$ cat src/rtl/game_pkg.sv
// Shared game definitions: round states, key indices, mux colours and a counter-width helper.
package game_pkg;

  typedef enum logic [1:0] {
    ST_START = 2'd0,
    ST_GAME  = 2'd1,
    ST_WIN   = 2'd2,
    ST_LOSE  = 2'd3
  } state_t;

  localparam int unsigned KEY_UP = 0;
  localparam int unsigned KEY_LF = 1;
  localparam int unsigned KEY_RT = 2;
  localparam int unsigned KEY_ET = 3;

  localparam logic [11:0] COL_START = 12'h00F;
  localparam logic [11:0] COL_GAME  = 12'h0F0;
  localparam logic [11:0] COL_WIN   = 12'hFF0;
  localparam logic [11:0] COL_LOSE  = 12'hF00;

  // Bits needed to count 0..n-1, never less than one bit.
  function automatic int unsigned cnt_w(input int unsigned n);
    return (n > 1) ? $clog2(n) : 1;
  endfunction

endpackage

$ cat src/rtl/game_flow_ctrl_sync_rise.sv
// Two-flop synchroniser followed by a registered rising-edge detector (3-cycle latency).
module sync_rise (
  input  logic clk,
  input  logic rst,
  input  logic din,
  output logic rise
);

  logic meta;
  logic sync;
  logic prev;

  always_ff @(posedge clk or negedge rst) begin
    if (!rst) begin
      meta <= 1'b0;
      sync <= 1'b0;
      prev <= 1'b0;
      rise <= 1'b0;
    end else begin
      meta <= din;
      sync <= meta;
      prev <= sync;
      rise <= sync & ~prev;
    end
  end

endmodule

$ cat src/rtl/game_flow_ctrl.sv
// Round-level controller: START/GAME/WIN/LOSE flow with lives, countdown timer,
// post-hit invulnerability window and a round-restart pulse for the sprites.
module game_flow_ctrl
  import game_pkg::*;
#(
  parameter int unsigned LIVES_INIT     = 3,
  parameter int unsigned TIME_INIT      = 120,
  parameter int unsigned FRAMES_PER_SEC = 60,
  parameter int unsigned INVULN_FRAMES  = 90
) (
  input  logic       clk,
  input  logic       rst,
  input  logic       enter_key,
  input  logic       win_evt,
  input  logic       lose_evt,
  input  logic       frame_tick,
  output logic [1:0] state,
  output logic [1:0] lives,
  output logic [7:0] time_left,
  output logic       round_start,
  output logic       invuln
);

  localparam int unsigned SEC_W = cnt_w(FRAMES_PER_SEC);
  localparam int unsigned INV_W = cnt_w(INVULN_FRAMES + 1);
  localparam logic [SEC_W-1:0] SEC_LAST = SEC_W'(FRAMES_PER_SEC - 1);
  localparam logic [INV_W-1:0] INV_LOAD = INV_W'(INVULN_FRAMES);

  logic enter_rise;
  logic win_rise;
  logic lose_rise;

  sync_rise u_enter (.clk(clk), .rst(rst), .din(enter_key), .rise(enter_rise));
  sync_rise u_win   (.clk(clk), .rst(rst), .din(win_evt),   .rise(win_rise));
  sync_rise u_lose  (.clk(clk), .rst(rst), .din(lose_evt),  .rise(lose_rise));

  state_t           state_q, state_d;
  logic [1:0]       lives_d;
  logic [7:0]       time_d;
  logic [SEC_W-1:0] sec_q, sec_d;
  logic [INV_W-1:0] inv_cnt_q, inv_cnt_d;
  logic             invuln_d;
  logic             round_start_d;
  logic             sec_wrap;

  assign state = state_q;

  always_ff @(posedge clk or negedge rst) begin
    if (!rst) begin
      state_q     <= ST_START;
      lives       <= 2'd0;
      time_left   <= 8'd0;
      sec_q       <= '0;
      inv_cnt_q   <= '0;
      invuln      <= 1'b0;
      round_start <= 1'b0;
    end else begin
      state_q     <= state_d;
      lives       <= lives_d;
      time_left   <= time_d;
      sec_q       <= sec_d;
      inv_cnt_q   <= inv_cnt_d;
      invuln      <= invuln_d;
      round_start <= round_start_d;
    end
  end

  // Win beats a hit, a hit beats the timer; WIN/LOSE hold everything until enter.
  always_comb begin
    state_d       = state_q;
    lives_d       = lives;
    time_d        = time_left;
    sec_d         = sec_q;
    inv_cnt_d     = inv_cnt_q;
    invuln_d      = invuln;
    round_start_d = 1'b0;
    sec_wrap      = (sec_q == SEC_LAST);

    case (state_q)
      ST_START: begin
        if (enter_rise) begin
          state_d       = ST_GAME;
          lives_d       = 2'(LIVES_INIT);
          time_d        = 8'(TIME_INIT);
          sec_d         = '0;
          inv_cnt_d     = '0;
          invuln_d      = 1'b0;
          round_start_d = 1'b1;
        end
      end

      ST_GAME: begin
        if (win_rise) begin
          state_d = ST_WIN;
        end else if (lose_rise && !invuln) begin
          if (lives == 2'd1) begin
            lives_d = 2'd0;
            state_d = ST_LOSE;
          end else begin
            lives_d       = lives - 2'd1;
            invuln_d      = (INVULN_FRAMES != 0);
            inv_cnt_d     = INV_LOAD;
            round_start_d = 1'b1;
          end
        end else begin
          if (frame_tick) begin
            sec_d = sec_wrap ? '0 : sec_q + SEC_W'(1);
            if (sec_wrap && time_left != 8'd0) begin
              time_d = time_left - 8'd1;
              if (time_left == 8'd1) state_d = ST_LOSE;
            end
            if (inv_cnt_q != '0) inv_cnt_d = inv_cnt_q - INV_W'(1);
          end
          // Window closes the cycle after the counter has drained.
          if (invuln && inv_cnt_q == '0) invuln_d = 1'b0;
        end
      end

      ST_WIN, ST_LOSE: begin
        if (enter_rise) state_d = ST_START;
      end
    endcase
  end

endmodule

$ cat config.mk
export PLATFORM = sky130hd
export DESIGN_NAME = game_flow_ctrl
export DESIGN_NICKNAME = d
export VERILOG_FILES = /design/src/rtl/game_pkg.sv /design/src/rtl/game_flow_ctrl_sync_rise.sv /design/src/rtl/game_flow_ctrl.sv
export SDC_FILE = /design/constraint.sdc
export NUM_CORES = 1
export LEC_CHECK = 0
export CELL_PAD_IN_SITES_DETAIL_PLACEMENT = 1
export CELL_PAD_IN_SITES_GLOBAL_PLACEMENT = 1
export CORE_ASPECT_RATIO = 1.4
export CORE_UTILIZATION = 47
export DETAILED_ROUTE_END_ITERATION = 6
export MAX_ROUTING_LAYER = met4
export PLACE_DENSITY = 0.79
export RECOVER_POWER = 50
export SYNTH_ARGS = -nofsm -noshare
export SYNTH_HDL_FRONTEND = slang
export SYNTH_HIERARCHICAL = 1
export SYNTH_SLANG_ARGS = --single-unit
$ cat constraint.sdc
create_clock -name clk -period 5.55 [get_ports clk]
set_input_delay 1.665 -clock clk [delete_from_list [all_inputs] [get_ports clk]]
set_output_delay 1.665 -clock clk [all_outputs]
set_load 0.01 [all_outputs]
==> results of run 1 <==
## worst paths after layout
path | from | endpoint | slack, ns | cells after the start
max in group clk | frame_tick | time_left[5] | 2.38 | 6
min reg2reg | u_enter/meta | u_enter/sync | 0.36 | 0
min | u_enter/meta | u_enter/sync | 0.36 | 0
max | rst | sec_q[4] | 2.38 | 1
max reg2reg | state[1] | inv_cnt_q[1] | 3.39 | 5
min in group asynchronous | rst | inv_cnt_q[1] | 1.96 | 1
## flip-flops by register name, summed over array words and instances (netlist names), 2 cells and up
register	flops
lives	2
inv_cnt_q	7
time_left	8
sec_q	6
state	2
## cells by family (layout without fill, tap and decap cells)
logic type               Yosys count  count (layout)  share of synthesized area [%]
buffers and inverters             10              33                          2.635
multiplexers                       2               2                          1.157
XOR/XNOR                           2               2                         0.8999
AND/OR/NAND/NOR                   84              84                          24.36
flip-flops                        39              39                          50.13
adder cells (fa/ha/maj)            7               7                          4.499
AO/OA/AOI/OAI                     46              46                          16.32
## stage by stage
step / hold slack, ns / util, % / std cells / setup slack, ns / power, mW
after detailed placement: 0.3465 / 54.57 / 248 / 2.079 / 0.9310
after global placement: 0.3337 / 54.57 / 248 / 2.158 / 0.8973
after floorplan: 0.3312 / - / 190 / 2.804 / 0.7519
after global routing: 0.3668 / 56.54 / 256 / 1.962 / 1.235
after CTS: 0.3606 / 57.42 / 256 / 2.398 / 1.175
final: 0.3593 / 56.54 / 256 / 2.383 / 1.154
## where the power goes
| group | switching (mW) | leakage [nW] | internal, mW |
|---|---|---|---|
| Clock | 0.103 | 0.0581 | 0.134 |
| Sequential | 0.105 | 0.473 | 0.364 |
| Combinational | 0.243 | 0.401 | 0.204 |
| Total | 0.452 | 0.932 | 0.702 |
## layer usage
metal,share of wire [%],GRT usage [%],up-vias
li1,-,-,728
met1,41,25.57,782
met2,55,43.33,23
met3,2.0,4.119,11
met4,2.3,10.73,0
met5,0,-,-
## placed cells by master (no fill, tap or decap), types with 3 or more instances in the layout
master,netlist,layout
dfrtp_1,39,39
nor2_1,20,20
clkdlybuf4s50_1,0,15
nand2_1,13,13
nor3_1,11,11
a21oi_1,9,10
o21ai_0,9,9
nand3_1,8,8
nand2b_1,7,7
o21ai_1,7,7
ha_1,7,7
inv_1,6,6
nand4_1,5,5
clkbuf_8,0,5
nor2b_1,1,4
a31oi_1,4,4
or3b_1,4,4
o22a_1,3,3
or3_1,3,3
dlygate4sd3_1,0,3
## area by class of cell
| cell class | count | area share [%] |
|---|---|---|
| Tap cell | 43 | 2.408 |
| Multi-Input combinational cell | 141 | 39.64 |
| Clock buffer | 5 | 3.080 |
| Timing Repair Buffer | 19 | 8.231 |
| Sequential cell | 39 | 43.67 |
| Clock inverter | 3 | 1.960 |
| Inverter | 6 | 1.008 |
## cells in the mapped netlist (all sizes together), types with 2 or more instances
library cell	count	area share [%]
xor2	2	0.90
nor3	11	2.8
ha	7	4.5
or3b	4	1.8
nand3	9	2.6
or3	3	0.96
o21ai	16	4.1
nor2b	4	2.4
a31oi	6	3.0
mux2	2	1.2
nor2	20	3.9
nand4	5	1.6
a21oi	11	3.2
a21o	2	0.77
nand2	13	2.5
inv	6	1.2
o22a	3	1.3
buf	4	1.5
nand4b	2	0.90
nand2b	7	2.2
dfrtp	39	50
==> flow_summary.toml, run 1 <==
[global_routing]
first_global_vias = 1716
globalRouteOverflowTotal = 0
track_usage_pct = 24.07
antenna_found_initial = 0
grt_max_degree = 40
grt_pass1_wl_um = 7969

[sta]
finalHoldViolCount = 0
drv_slew = 40
period_needed_ns = 3.167
final-setup-viol-count = 0
clock.fmax_mhz = 315.8
final.setup_skew_ns = 0.006949
maxSlewHeadroom_pct = -39.25
rsz0062_at_grt = "no"
worstMarginPinSlew_ns = 2.089
final.setup.tns_ns = 0
post-route-period-util_pct = 57.06

[routing]
dr_total_vias = 1544
drt_iter0_drc = 38
drtPass1Iterations = 4
wl_per_cell_um = 18.03
drt-total-wl_um = 4616
postRouteAntennaNets = 0
vias_per_cell = 6.031
drc = 0

[cells_and_area]
synthToLayoutAreaGrowth_pct = 14.78
drive_gt1_share_pct = 6.103
fin_nets = 225
register_area_sq_um = 975.9
multi_input_area_sq_um = 885.9
fillers = 449
finalInstanceArea_sq_um = 2235
antenna_cells = 0

[logic_synthesis]
synth.distinct_cells = 43
synthesis.area_sq_um = 1947
synth_edf_count = 0
ys_async_sr_fraction_pct = 100.0
ys.flop_type = "dfrtp_1"
ys_seq_area_share_pct = 50.13
syn_area_per_cell_sq_um = 10.25
ys_seq_elements = 39
synthCells = 190
syn-num-nets = 203
yosysWarningCount = 6

[power]
p_leak_nw = 0.9322
power.density_nw_per_um2 = 516.2
ir_drop_mv = 0.2760

[floorplan]
start_util_pct = 49.26
ios = 20
dieWidth_um = 56.40
row_count = 27
coreArea_sq_um = 3953
fp.dieArea_sq_um = 4407
die_h_um = 78.15

[hold_path]
hold_path_class = "flop to flop"

[clocking]
clockBufferDepth = 2
clkTransAtPathRegs_ns = 0.08
cts_resized = 0
clock_sinks = 39
cts_buffers = 5
cts_hold_buf = 0
cts_tree = "yes"
clk_latency_ns = 0.29
htreeDepth = 2
root_buffer = "clkbuf_8"
cts_setup_buffers = 0

[critical_path]
worst_path_max_delay_cell = "clkbuf_1"
max_stage_delay_ns = 1.46
critPathLaunchType = "input port"
crit_required_ns = 5.54
cp_data_arrival_time_ns = 3.15
path_buf_inv = 1
path_delay_family = "buffers and inverters"
crit_chain = "clkbuf_1"
crit_type = "input port to asynchronous set/reset pin"
path_max_fanout = 39
end_kind = "asynchronous set/reset pin"

[place]
dpl_cell_area_sq_um = 2157
routabilityCongestion = 0.8334
hpwlAfterDp_um = 3378
numPortBuffers = 19

[run]
cap_viol_max_count = 1

[run_status]
outcome = "complete, but fails checks"
violations = "max-capacitance violations, max-slew violations"
Power figures use the tool's default switching activity.
==> run 2, diff against run 1 <==
- CORE_UTILIZATION: 47 -> 44
- PLACE_DENSITY: 0.79 -> 0.75
- clock period: 5.55 -> 3.3 ns (I/O delays scaled with it)
==> flow_summary.toml, run 2 (synthesized netlist as in run 1, its figures left out) <==
[critical_path]
r2r_slack_ns = 1.17
critPathLaunchType = "input port"
crit_required_ns = 3.46
crit_type = "input port to flop"
rr_endpoint = "inv_cnt_q[1]"
r2r_cells = 5
path_max_fanout = 8
cp_data_arrival_time_ns = 2.90
end_kind = "flop"
rr_startpoint = "state[0]"

[clocking]
htreeDepth = 2
clock_sinks = 39
clk_latency_ns = 0.29
cts_buffers = 5
clkTransAtPathRegs_ns = 0.08
cts_resized = 0
cts_setup_buffers = 0
cts_hold_buf = 0
clockBufferDepth = 2
root_buffer = "clkbuf_8"
cts_tree = "yes"

[global_routing]
grt_pass1_wl_um = 8142
antenna_found_initial = 0
track_usage_pct = 23.48
first_global_vias = 1710
globalRouteOverflowTotal = 0
grt_max_degree = 40

[place]
place_ws_ns = 0.3110
routabilityCongestion = 0.8047
dpl_cell_area_sq_um = 2178
hpwlAfterDp_um = 3317
numPortBuffers = 19

[cells_and_area]
layout_common_cells = "dfrtp_1 (39), nor2_1 (20), clkdlybuf4s50_1 (15), nand2_1 (13), nor3_1 (11)"
regMostFlops = "time_left"
synthToLayoutAreaGrowth_pct = 16.00
antenna_cells = 0
largestRegisters = "time_left x8, inv_cnt_q x7, sec_q x6"
finalInstanceArea_sq_um = 2258
fin_nets = 225
drive_gt1_share_pct = 6.573
final_common_cell = "dfrtp_1"
largest_reg_flops = 8

[run]
cap_viol_max_count = 1

[routing]
wl_per_cell_um = 17.23
drt-total-wl_um = 4703
dr_total_vias = 1554
drt_iter0_drc = 38
vias_per_cell = 5.692
drc = 0
drtPass1Iterations = 4
postRouteAntennaNets = 0

[floorplan]
fp.dieArea_sq_um = 4699
start_util_pct = 45.93
die_h_um = 80.71
coreArea_sq_um = 4239
dieWidth_um = 58.22
ios = 20
row_count = 28

[sta]
hold_slack_ns = 0.3537
maxSlewHeadroom_pct = -38.96
fin_ws_ns = 0.5644
period_needed_ns = 2.736
final-setup-viol-count = 0
finalHoldViolCount = 0
clock.fmax_mhz = 365.5
rsz0062_at_grt = "no"
worstMarginPinSlew_ns = 2.084
post-route-period-util_pct = 82.90
drv_slew = 40
final.setup_skew_ns = 0.007450
final.setup.tns_ns = 0

[run_status]
outcome = "complete, but fails checks"
violations = "max-capacitance violations, max-slew violations"

[power]
ir_drop_mv = 0.3714
clkPwrFrac_pct = 20.7
totalPowerFinal_mw = 1.954
seq_power_share_pct = 40.2
comb_power_share_pct = 39.1
switchingPower_mw = 0.7722
p_leak_nw = 0.9333
power.density_nw_per_um2 = 865.1
internal-power_mw = 1.181
switching_share_pct = 39.53

[hold_path]
min_path_cells = 0
min_from = "u_lose/meta"
hold_path_class = "flop to flop"
min_to = "u_lose/sync"
[run 2: cell counts in the layout (fill, tap and decap cells not counted)]
No cell type changed its count.
[run 2: worst max-delay path, cell delays in order]
cell             delay [ns]
clkdlybuf4s50_1        0.54
nand3b_1               0.15
a21oi_2                0.40
nand3_1                0.18
o21ai_0                0.26
or3b_1                 0.39
[run 2: cell type report]
type / instances / area (sq um)
Clock inverter: 3 / 43.79
Tap cell: 60 / 75.07
Multi-Input combinational cell: 141 / 888.4
Timing Repair Buffer: 19 / 183.9
Clock buffer: 5 / 68.82
Sequential cell: 39 / 975.9
Inverter: 6 / 22.52
Fill cell: 484 / 1981
[run 2: per-layer routing]
metal	global-route usage, %	part of all wire [%]	vias to the layer above
li1	-	-	728
met1	25.10	41	792
met2	42.53	55	28
met3	4.348	2.3	6
met4	8.571	1.4	0
met5	-	0	-
[run 2: worst max path at each step]
stage,endpoint,slack (ns),startpoint,cells after the start
global placement,time_left[6],0.58,frame_tick,6
detailed placement,time_left[6],0.31,frame_tick,6
global route,time_left[6],0.36,rst,1
CTS,time_left[6],0.61,frame_tick,6
finish,time_left[6],0.56,frame_tick,6
floorplan,time_left[6],1.23,frame_tick,5
[run 2: metrics by stage]
stage          instances  util (%)
4_1_cts              273     54.04
2_1_floorplan        190         -
3_3_place_gp         265     51.39
3_5_place_dp         265     51.39
5_1_grt              273     53.28
6_report             273     53.28
[run 2: power by group through the flow]
stage	registers (mW)	logic, mW	clock network, mW
5_1_grt	0.811	0.853	0.429
4_1_cts	0.788	0.783	0.412
2_1_floorplan	0.770	0.494	0
3_3_place_gp	0.783	0.729	0
3_5_place_dp	0.796	0.770	0
6_report	0.786	0.764	0.404
